==> src/rtl/k16_alu_sequencer.sv <==
// k16_alu_sequencer
//   Command sequencer between K16 decode and the combinational K16Alu.
//   Accepts one command per cmdValid/cmdReady handshake. It drives the ALU
//   from working registers and returns the registered result and flags on a
//   resValid/resReady handshake. Multi-bit shifts iterate the ALU's
//   single-bit shift, feeding result and carry back each cycle. The C/Z/N
//   flags are architectural, so carry chains span consecutive commands.
//
//   Ports:
//     clk, reset                     clock, async active-high reset
//     cmdValid/cmdReady              command handshake
//     cmdType/cmdOp/cmdA/cmdB        command type, op, operands
//     cmdCount                       shift iterations (SHIFT_OP only)
//     cmdCarryLoad/cmdCarry          preset C before execution
//     resValid/resReady              result handshake
//     result, flagC/flagZ/flagN      registered result and flag register
//     alu*                           operands/opcode to and results from K16Alu
//
//   Optional feature: define K16_SEQ_BACKTOBACK_EN to accept the next command
//   in the same cycle the result is handed off (no IDLE bubble).
//
//   Type/op encodings default below; a real K16Alu define header included
//   earlier takes precedence.

`ifndef ALU_OP
`define ALU_OP   3'd0
`endif
`ifndef SHIFT_OP
`define SHIFT_OP 3'd1
`endif
`ifndef LOAD_OP
`define LOAD_OP  3'd2
`endif
`ifndef COPY_OP
`define COPY_OP  3'd0
`endif

module k16_alu_sequencer #(
   parameter int WIDTH = 16,
   parameter int CNT_W = 4
) (
   input  logic             clk,
   input  logic             reset,
   input  logic             cmdValid,
   output logic             cmdReady,
   input  logic [2:0]       cmdType,
   input  logic [2:0]       cmdOp,
   input  logic [WIDTH-1:0] cmdA,
   input  logic [WIDTH-1:0] cmdB,
   input  logic [CNT_W-1:0] cmdCount,
   input  logic             cmdCarryLoad,
   input  logic             cmdCarry,
   output logic             resValid,
   input  logic             resReady,
   output logic [WIDTH-1:0] result,
   output logic             flagC,
   output logic             flagZ,
   output logic             flagN,
   output logic [WIDTH-1:0] aluOperand1,
   output logic [WIDTH-1:0] aluOperand2,
   output logic             aluCarryIn,
   output logic [2:0]       aluOperationType,
   output logic [2:0]       aluOperation,
   input  logic [WIDTH-1:0] aluResult,
   input  logic             aluCarryOut,
   input  logic             aluZeroOut,
   input  logic             aluNegativeOut
);

   typedef enum logic [1:0] {IDLE, EXEC, SHIFT, DONE} state_t;

   state_t           state, state_nxt;
   logic [2:0]       work_type, work_op;
   logic [WIDTH-1:0] work_a, work_b;
   logic [CNT_W-1:0] count;
   logic             accept;
   logic             shift_go;
   logic             zero_shift;

   assign accept     = cmdValid & cmdReady;
   assign zero_shift = (cmdType == `SHIFT_OP) && (cmdCount == '0);
   assign shift_go   = (cmdType == `SHIFT_OP) && (cmdCount != '0);

   // ALU inputs come straight from the working registers; they are only
   // meaningful in EXEC/SHIFT.
   assign aluOperand1      = work_a;
   assign aluOperand2      = work_b;
   assign aluCarryIn       = flagC;
   assign aluOperationType = work_type;
   assign aluOperation     = work_op;

   always_ff @(posedge clk or posedge reset) begin
      if (reset) state <= IDLE;
      else       state <= state_nxt;
   end

   always_comb begin
      state_nxt = state;
      cmdReady  = 1'b0;
      resValid  = 1'b0;
      case (state)
         IDLE: begin
            cmdReady = 1'b1;
            if (cmdValid) state_nxt = shift_go ? SHIFT : EXEC;
         end
         EXEC:  state_nxt = DONE;
         // count is never 0 here; the last iteration is count==1
         SHIFT: if (count <= 1) state_nxt = DONE;
         DONE: begin
            resValid = 1'b1;
`ifdef K16_SEQ_BACKTOBACK_EN
            cmdReady = resReady;
            if (resReady) begin
               if (cmdValid) state_nxt = shift_go ? SHIFT : EXEC;
               else          state_nxt = IDLE;
            end
`else
            if (resReady) state_nxt = IDLE;
`endif
         end
         default: state_nxt = IDLE;
      endcase
   end

   always_ff @(posedge clk or posedge reset) begin
      if (reset) begin
         work_type <= '0;
         work_op   <= '0;
         work_a    <= '0;
         work_b    <= '0;
         count     <= '0;
         result    <= '0;
         flagC     <= 1'b0;
         flagZ     <= 1'b0;
         flagN     <= 1'b0;
      end else begin
         // accept only happens in IDLE/DONE, so it never collides with the
         // EXEC/SHIFT updates below
         if (accept) begin
            work_a <= cmdA;
            work_b <= cmdB;
            count  <= cmdCount;
            // a zero-count shift degenerates into a copy of A through the ALU,
            // which reports Z/N and passes C through unchanged
            if (zero_shift) begin
               work_type <= `LOAD_OP;
               work_op   <= `COPY_OP;
            end else begin
               work_type <= cmdType;
               work_op   <= cmdOp;
            end
            if (cmdCarryLoad) flagC <= cmdCarry;
         end
         case (state)
            EXEC: begin
               result <= aluResult;
               flagC  <= aluCarryOut;
               flagZ  <= aluZeroOut;
               flagN  <= aluNegativeOut;
            end
            SHIFT: begin
               work_a <= aluResult;
               flagC  <= aluCarryOut;
               count  <= count - 1'b1;
               if (count <= 1) begin
                  result <= aluResult;
                  flagZ  <= aluZeroOut;
                  flagN  <= aluNegativeOut;
               end
            end
            default: ;
         endcase
      end
   end

endmodule

==> config.mk <==
export PLATFORM = sky130hd
export DESIGN_NAME = k16_alu_sequencer
export DESIGN_NICKNAME = d
export VERILOG_FILES = /design/src/rtl/k16_alu_sequencer.sv
export SDC_FILE = /design/constraint.sdc
export NUM_CORES = 1
export LEC_CHECK = 0
export CAP_MARGIN = 20
export CORE_UTILIZATION = 30
export CTS_BUF_LIST = sky130_fd_sc_hd__clkbuf_4 sky130_fd_sc_hd__clkbuf_8
export DETAILED_ROUTE_END_ITERATION = 10
export PLACE_DENSITY_LB_ADDON = 0.12
export REMOVE_ABC_BUFFERS = 1
export SETUP_SLACK_MARGIN = 0.15
export SYNTH_ARGS = -nofsm -noshare
export SYNTH_HDL_FRONTEND = slang
export SYNTH_SLANG_ARGS = --single-unit
==> constraint.sdc <==
create_clock -name clk -period 2.2 [get_ports clk]
set_input_delay 0.44 -clock clk [delete_from_list [all_inputs] [get_ports clk]]
set_output_delay 0.44 -clock clk [all_outputs]
set_load 0.1 [all_outputs]
==> flow_summary.yaml, run 1 <==
layout:
  syn_to_final_growth_pct: 54.23
  antennaDiodeCount: 0
  stdcell_count: 499
  nets: 459
  layout_common_cells: "nand2_1 (80), clkdlybuf4s50_1 (66), dfrtp_1 (63), buf_4 (61), o21ai_0 (23)"
  drive_above_1_share_pct: 27.37
  final_common_cell: "nand2_1"
floorplanning:
  boundaryPins: 127
  die_h_microns: 97.79
  die-area_sq_um: 9563
  core.rowCount: 34
  initial_core_util_pct: 31.26
  die_x_microns: 97.79
  core_sq_um: 8806
cts:
  ctsHoldBuffers: 0
  cts_made_buffers: 9
  cts_tree: "done"
  insertion_delay_ns: 0.34
  cts_setup_buffers: 0
  cts.clk_slew.worst_paths_ns: 0.08
  cts-htree-levels: 3
  cts.repair.resized: 0
  cts_root_buf: "clkbuf_8"
  cts.sinks: 63
  clk_path_buf_depth: 2
global_route:
  antenna_found_initial: 0
  grt_start_max_net_pins: 64
  grt_pass1_wl_microns: 11320
  grt-ovfl-total: 0
  grt_pass1_vias: 2265
  grt_usage_pct: 15.15
routing:
  vias: 2233
  via_per_inst: 4.475
  wirelength_microns: 6828
  drt_iter0_drc: 65
  drc: 24
  postRouteAntennaNets: 0
  drt-pass1-iter-count: 7
  avgRoutedWirePerCell_microns: 13.68
synthesis:
  postSynthCellCount: 258
  yosysWarnings: 0
  ys_seq_area_share_pct: 57.27
  synth_area_per_cell_sq_um: 10.67
  synth_area_leaders: "dfrtp_1 (57%), nand2_1 (11%), mux2_2 (7.8%), mux2i_1 (6.5%), o21ai_0 (4.2%)"
  synthesis.area_sq_um: 2753
  ys_ff_latch: 63
  synth_top_area_cell: "dfrtp_1"
  ys_types: 31
  synth_top_cell_area_share_pct: 57.27
worst_hold_path:
  hold_path_depth: 2
  min_to: "aluOperationType[1]$_DFFE_PP0P_"
  hp-start: "aluOperationType[1]$_DFFE_PP0P_"
  hold_path.class: "register to register"
sta:
  fin_worst_skew_ns: 0.01103
  setup_violations: 0
  min_period_over_period_pct: 87.04
  finalHoldViolCount: 0
  slew_headroom_pct: 64.71
  max_freq_mhz: 522.2
  rsz0062_at_grt: "false"
  worstMarginPinSlew_ns: 0.5274
  drv_slew: 0
  min_period_ns: 1.915
run:
  maxCapViolCount: 0
setup_path:
  r2r_start: "count[0]$_DFFE_PP0P_"
  cp.arrival_ns: 2.13
  cp.required_ns: 2.42
  r2r-end: "result[1]$_DFFE_PP0P_"
  reg2reg_depth: 6
  path_class: "register to register"
  slowest_stage: "dfrtp_1"
  regToRegSetupSlack_ns: 0.29
  cp-end-kind: "register"
  cp-start-kind: "register"
  crit_fanout: 18
  slowest_delay_ns: 0.43
  crit_chain: "inv_1, ha_1, nor2_1, o31ai_2, nand2_2, mux2_2"
status:
  violations: "design-rule violations"
  status: "complete, but fails checks"
place:
  place_congestion: 0.7554
  placed_cells: 483
  hpwl_microns: 4726
  portBuffers: 126
==> synth_stat cells <==
library cell / number
or3_1: 1
a211oi_1: 2
mux2_2: 19
o31ai_2: 1
nand2_1: 81
nor2_1: 3
a31oi_1: 1
and2_1: 1
buf_4: 1
clkbuf_1: 6
dfrtp_1: 63
o21ai_0: 23
buf_1: 1
nor3_1: 1
o21bai_1: 1
o21a_1: 1
a21oi_1: 4
o21ba_2: 1
o21ai_1: 1
nor4b_4: 1
buf_2: 5
o32ai_1: 1
or4_4: 1
nand4_1: 1
inv_1: 9
and3_1: 1
o221ai_1: 1
nand2_2: 1
ha_1: 6
mux2i_1: 18
buf_6: 1
==> layer usage <==
layer  vias up  GRT usage (%)  part of all wire [%]
li1       1113              -                     -
met1      1007          20.26                    46
met2       104          22.09                    42
met3         9          5.440                    10
met4         0          6.643                   1.1
met5         -              0                     0
==> worst max-delay path by stage <==
| stage | slack [ns] | cells after the start | end | start |
|---|---|---|---|---|
| 5_1_grt | 0.16 | 6 | result[1]$_DFFE_PP0P_ | count[0]$_DFFE_PP0P_ |
| 3_3_place_gp | 0.19 | 4 | aluOperation[2]$_DFFE_PP0P_ | cmdCount[2] |
| 2_1_floorplan | -0.88 | 5 | count[3]$_DFFE_PP0P_ | state[0]$_DFFE_PP0P_ |
| 3_5_place_dp | 0.14 | 4 | aluOperation[1]$_DFFE_PP0P_ | cmdCount[2] |
| 6_report | 0.29 | 6 | result[1]$_DFFE_PP0P_ | count[0]$_DFFE_PP0P_ |
| 4_1_cts | 0.26 | 6 | result[1]$_DFFE_PP0P_ | count[0]$_DFFE_PP0P_ |
==> kinds of logic (layout without fill, tap and decap cells) <==
kind of cell / after synthesis / count (layout) / synth area share, %
muxes: 37 / 37 / 14.32
and+or+nand+nor: 92 / 92 / 14.05
DFF: 63 / 63 / 57.27
buffers and inverters: 23 / 156 / 3.772
AOI/OAI and AO/OA: 37 / 37 / 7.864
adders and majority gates: 6 / 6 / 2.727
==> registers in the layout, summed over array words and instances (netlist names) <==
name and flops:
aluOperand1 16, aluOperand2 16, count 4, aluCarryIn 1, aluOperationType 3, state 2
aluOperation 3, result 16, flagZ 1, flagN 1
==> metrics by stage <==
| stage | setup WS, ns | hold slack (ns) | instance area (sq um) | utilization [%] | TNS (ns) |
|---|---|---|---|---|---|
| floorplan | -0.8800 | 0.4848 | 2683 | - | -25.93 |
| global placement | 0.1916 | 0.4579 | 4019 | 45.64 | 0 |
| detailed placement | 0.1445 | 0.4586 | 4019 | 45.64 | 0 |
| CTS | 0.2599 | 0.4737 | 4245 | 48.21 | 0 |
| global route | 0.1584 | 0.4891 | 4245 | 48.21 | 0 |
| finish | 0.2851 | 0.4691 | 4245 | 48.21 | 0 |
==> worst max-delay path: cells and delay by family, from the launching register on <==
family	cells	cell delay [ns]
AOI/OAI and AO/OA	1	0.26
buffers and inverters	1	0.07
and+or+nand+nor	2	0.44
adders and majority gates	1	0.17
muxes	1	0.40
DFF	1	0.43
==> cell type report <==
type                       count  area, sq um
timing repair buffer         131         1199
clock buffer                  11        145.1
tap                          108        135.1
sequential                    63         1577
clock inverter                 5        81.33
multi-input combinational    172         1075
inverter                       9        33.78
fill                         826         4561
Power of run 1 is not shown: default switching activity piles up to over one toggle a cycle in this logic, so the estimate is an artifact.
==> inputs of run 2 (changes only) <==
- SKIP_CTS_REPAIR_TIMING: unset -> 1
==> results of run 2 <==
Final layout, timing and power as in run 1 (identical DEF).
Power of run 2 is left out for the same reason.
==> inputs of run 3 (changes only) <==
- CORE_MARGIN: unset -> 2
==> run 3 against run 2 <==
  * The run now ends clean
  * Die area increased by 4.1%
  * First-iteration DRC count increased by 14%
  * Wire length increased by 0.78%
  * Worst setup slack improved by 0.090 ns
  * Worst hold slack improved by 0.0055 ns
  * Sequential share of layout area increased by 0.21 points
  * Global-route usage decreased by 1.3 points
  * Fmax increased by 5.0%
  * Utilization decreased by 0.27 points
  * Clock skew decreased by 0.0023 ns
  * Via count increased by 0.85%
  * Critical path depth unchanged
  * Critical path type unchanged
==> flow_summary.yaml, run 3 (synthesis results as in run 1) <==
setup_path:
  cp.required_ns: 2.42
  cp-end-kind: "register"
  path_class: "register to register"
  cp.arrival_ns: 2.04
  cp-start-kind: "register"
  r2r_start: "count[0]$_DFFE_PP0P_"
  crit_fanout: 18
  startpoint: "count[0]$_DFFE_PP0P_"
layout:
  drive_above_1_share_pct: 27.18
  final_common_cell: "nand2_1"
  syn_to_final_growth_pct: 53.36
  antennaDiodeCount: 0
  stdcell_count: 498
  final_util_pct: 47.94
  nets: 459
  layout_common_cells: "nand2_1 (80), clkdlybuf4s50_1 (66), dfrtp_1 (63), buf_4 (62), o21ai_0 (23)"
global_route:
  grt_pass1_wl_microns: 10900
  grt_pass1_vias: 2246
  antenna_found_initial: 0
  grt_usage_pct: 13.87
  grt-ovfl-total: 0
  grt_start_max_net_pins: 64
floorplanning:
  die_h_microns: 99.79
  die_x_microns: 99.79
  core_sq_um: 8806
  core.rowCount: 34
  die-area_sq_um: 9958
  boundaryPins: 127
  initial_core_util_pct: 31.26
cts:
  cts.sinks: 63
  cts_root_buf: "clkbuf_8"
  cts_made_buffers: 9
  cts_tree: "done"
  cts-htree-levels: 3
  cts.clk_slew.worst_paths_ns: 0.07
  insertion_delay_ns: 0.33
  clk_path_buf_depth: 2
worst_hold_path:
  hp-start: "aluOperand2[5]$_DFFE_PP0P_"
  hold_path.class: "register to register"
status:
  status: "complete, no violations"
sta:
  rsz0062_at_grt: "false"
  fin_worst_skew_ns: 0.008739
  finalHoldViolCount: 0
  drv_slew: 0
  min_period_ns: 1.825
  max_freq_mhz: 548.1
  worstMarginPinSlew_ns: 0.4958
  setup_violations: 0
  min_period_over_period_pct: 82.93
  slew_headroom_pct: 66.83
  holdWs_ns: 0.4745
place:
  portBuffers: 126
  place_congestion: 0.7910
  placed_cells: 483
  hpwl_microns: 4739
routing:
  avgRoutedWirePerCell_microns: 13.82
  wirelength_microns: 6881
  drt_iter0_drc: 74
  drt-pass1-iter-count: 4
  drc: 0
  postRouteAntennaNets: 0
  via_per_inst: 4.522
  vias: 2252
run:
  maxCapViolCount: 0
run 3: stage by stage:
stage | TNS [ns] | setup slack (ns) | area [sq um]
after global placement | 0 | 0.1945 | 4006
after floorplan | -25.93 | -0.8800 | 2683
after CTS | 0 | 0.3209 | 4222
after detailed placement | 0 | 0.1512 | 4006
after global routing | 0 | 0.1861 | 4222
final | 0 | 0.3754 | 4222
run 3: layout make-up:
class	instances	area [sq um]
clock buffers	11	145.1
clock inverters	4	70.07
fillers	894	4584
inverters	9	33.78
multi-input cells	172	1075
flip-flops and latches	63	1577
well taps	108	135.1
repair buffers	131	1186
run 3: worst max-delay path, stage by stage, from the launching register on:
cell and delay, ns:
dfrtp_1 0.43, inv_1 0.07, ha_1 0.18, nor2_1 0.07, o31ai_2 0.22, nand2_2 0.35, mux2_2 0.38
run 3: path summary, 6_finish.rpt:
check                                              end  slack, ns  depth (start not counted)
min                         aluOperand2[5]$_DFFE_PP0P_       0.47                          2
max in group asynchronous   aluOperand1[4]$_DFFE_PP0P_       1.43                          3
max                             result[11]$_DFFE_PP0P_       0.38                          6
max reg2reg                     result[11]$_DFFE_PP0P_       0.38                          6
min in group asynchronous  aluOperand2[13]$_DFFE_PP0P_       0.50                          3
min reg2reg                 aluOperand2[5]$_DFFE_PP0P_       0.47                          2
run 3: routing by layer:
layer	GRT usage (%)	wire (microns)	share of wire (%)	vias to the layer above
met5	0	0	0	-
met2	21.26	3047	44	92
met4	4.110	91	1.3	0
li1	-	-	-	1115
met3	6.128	668	9.7	7
met1	17.84	3074	45	1038
Power of run 3 is left out for the same reason.
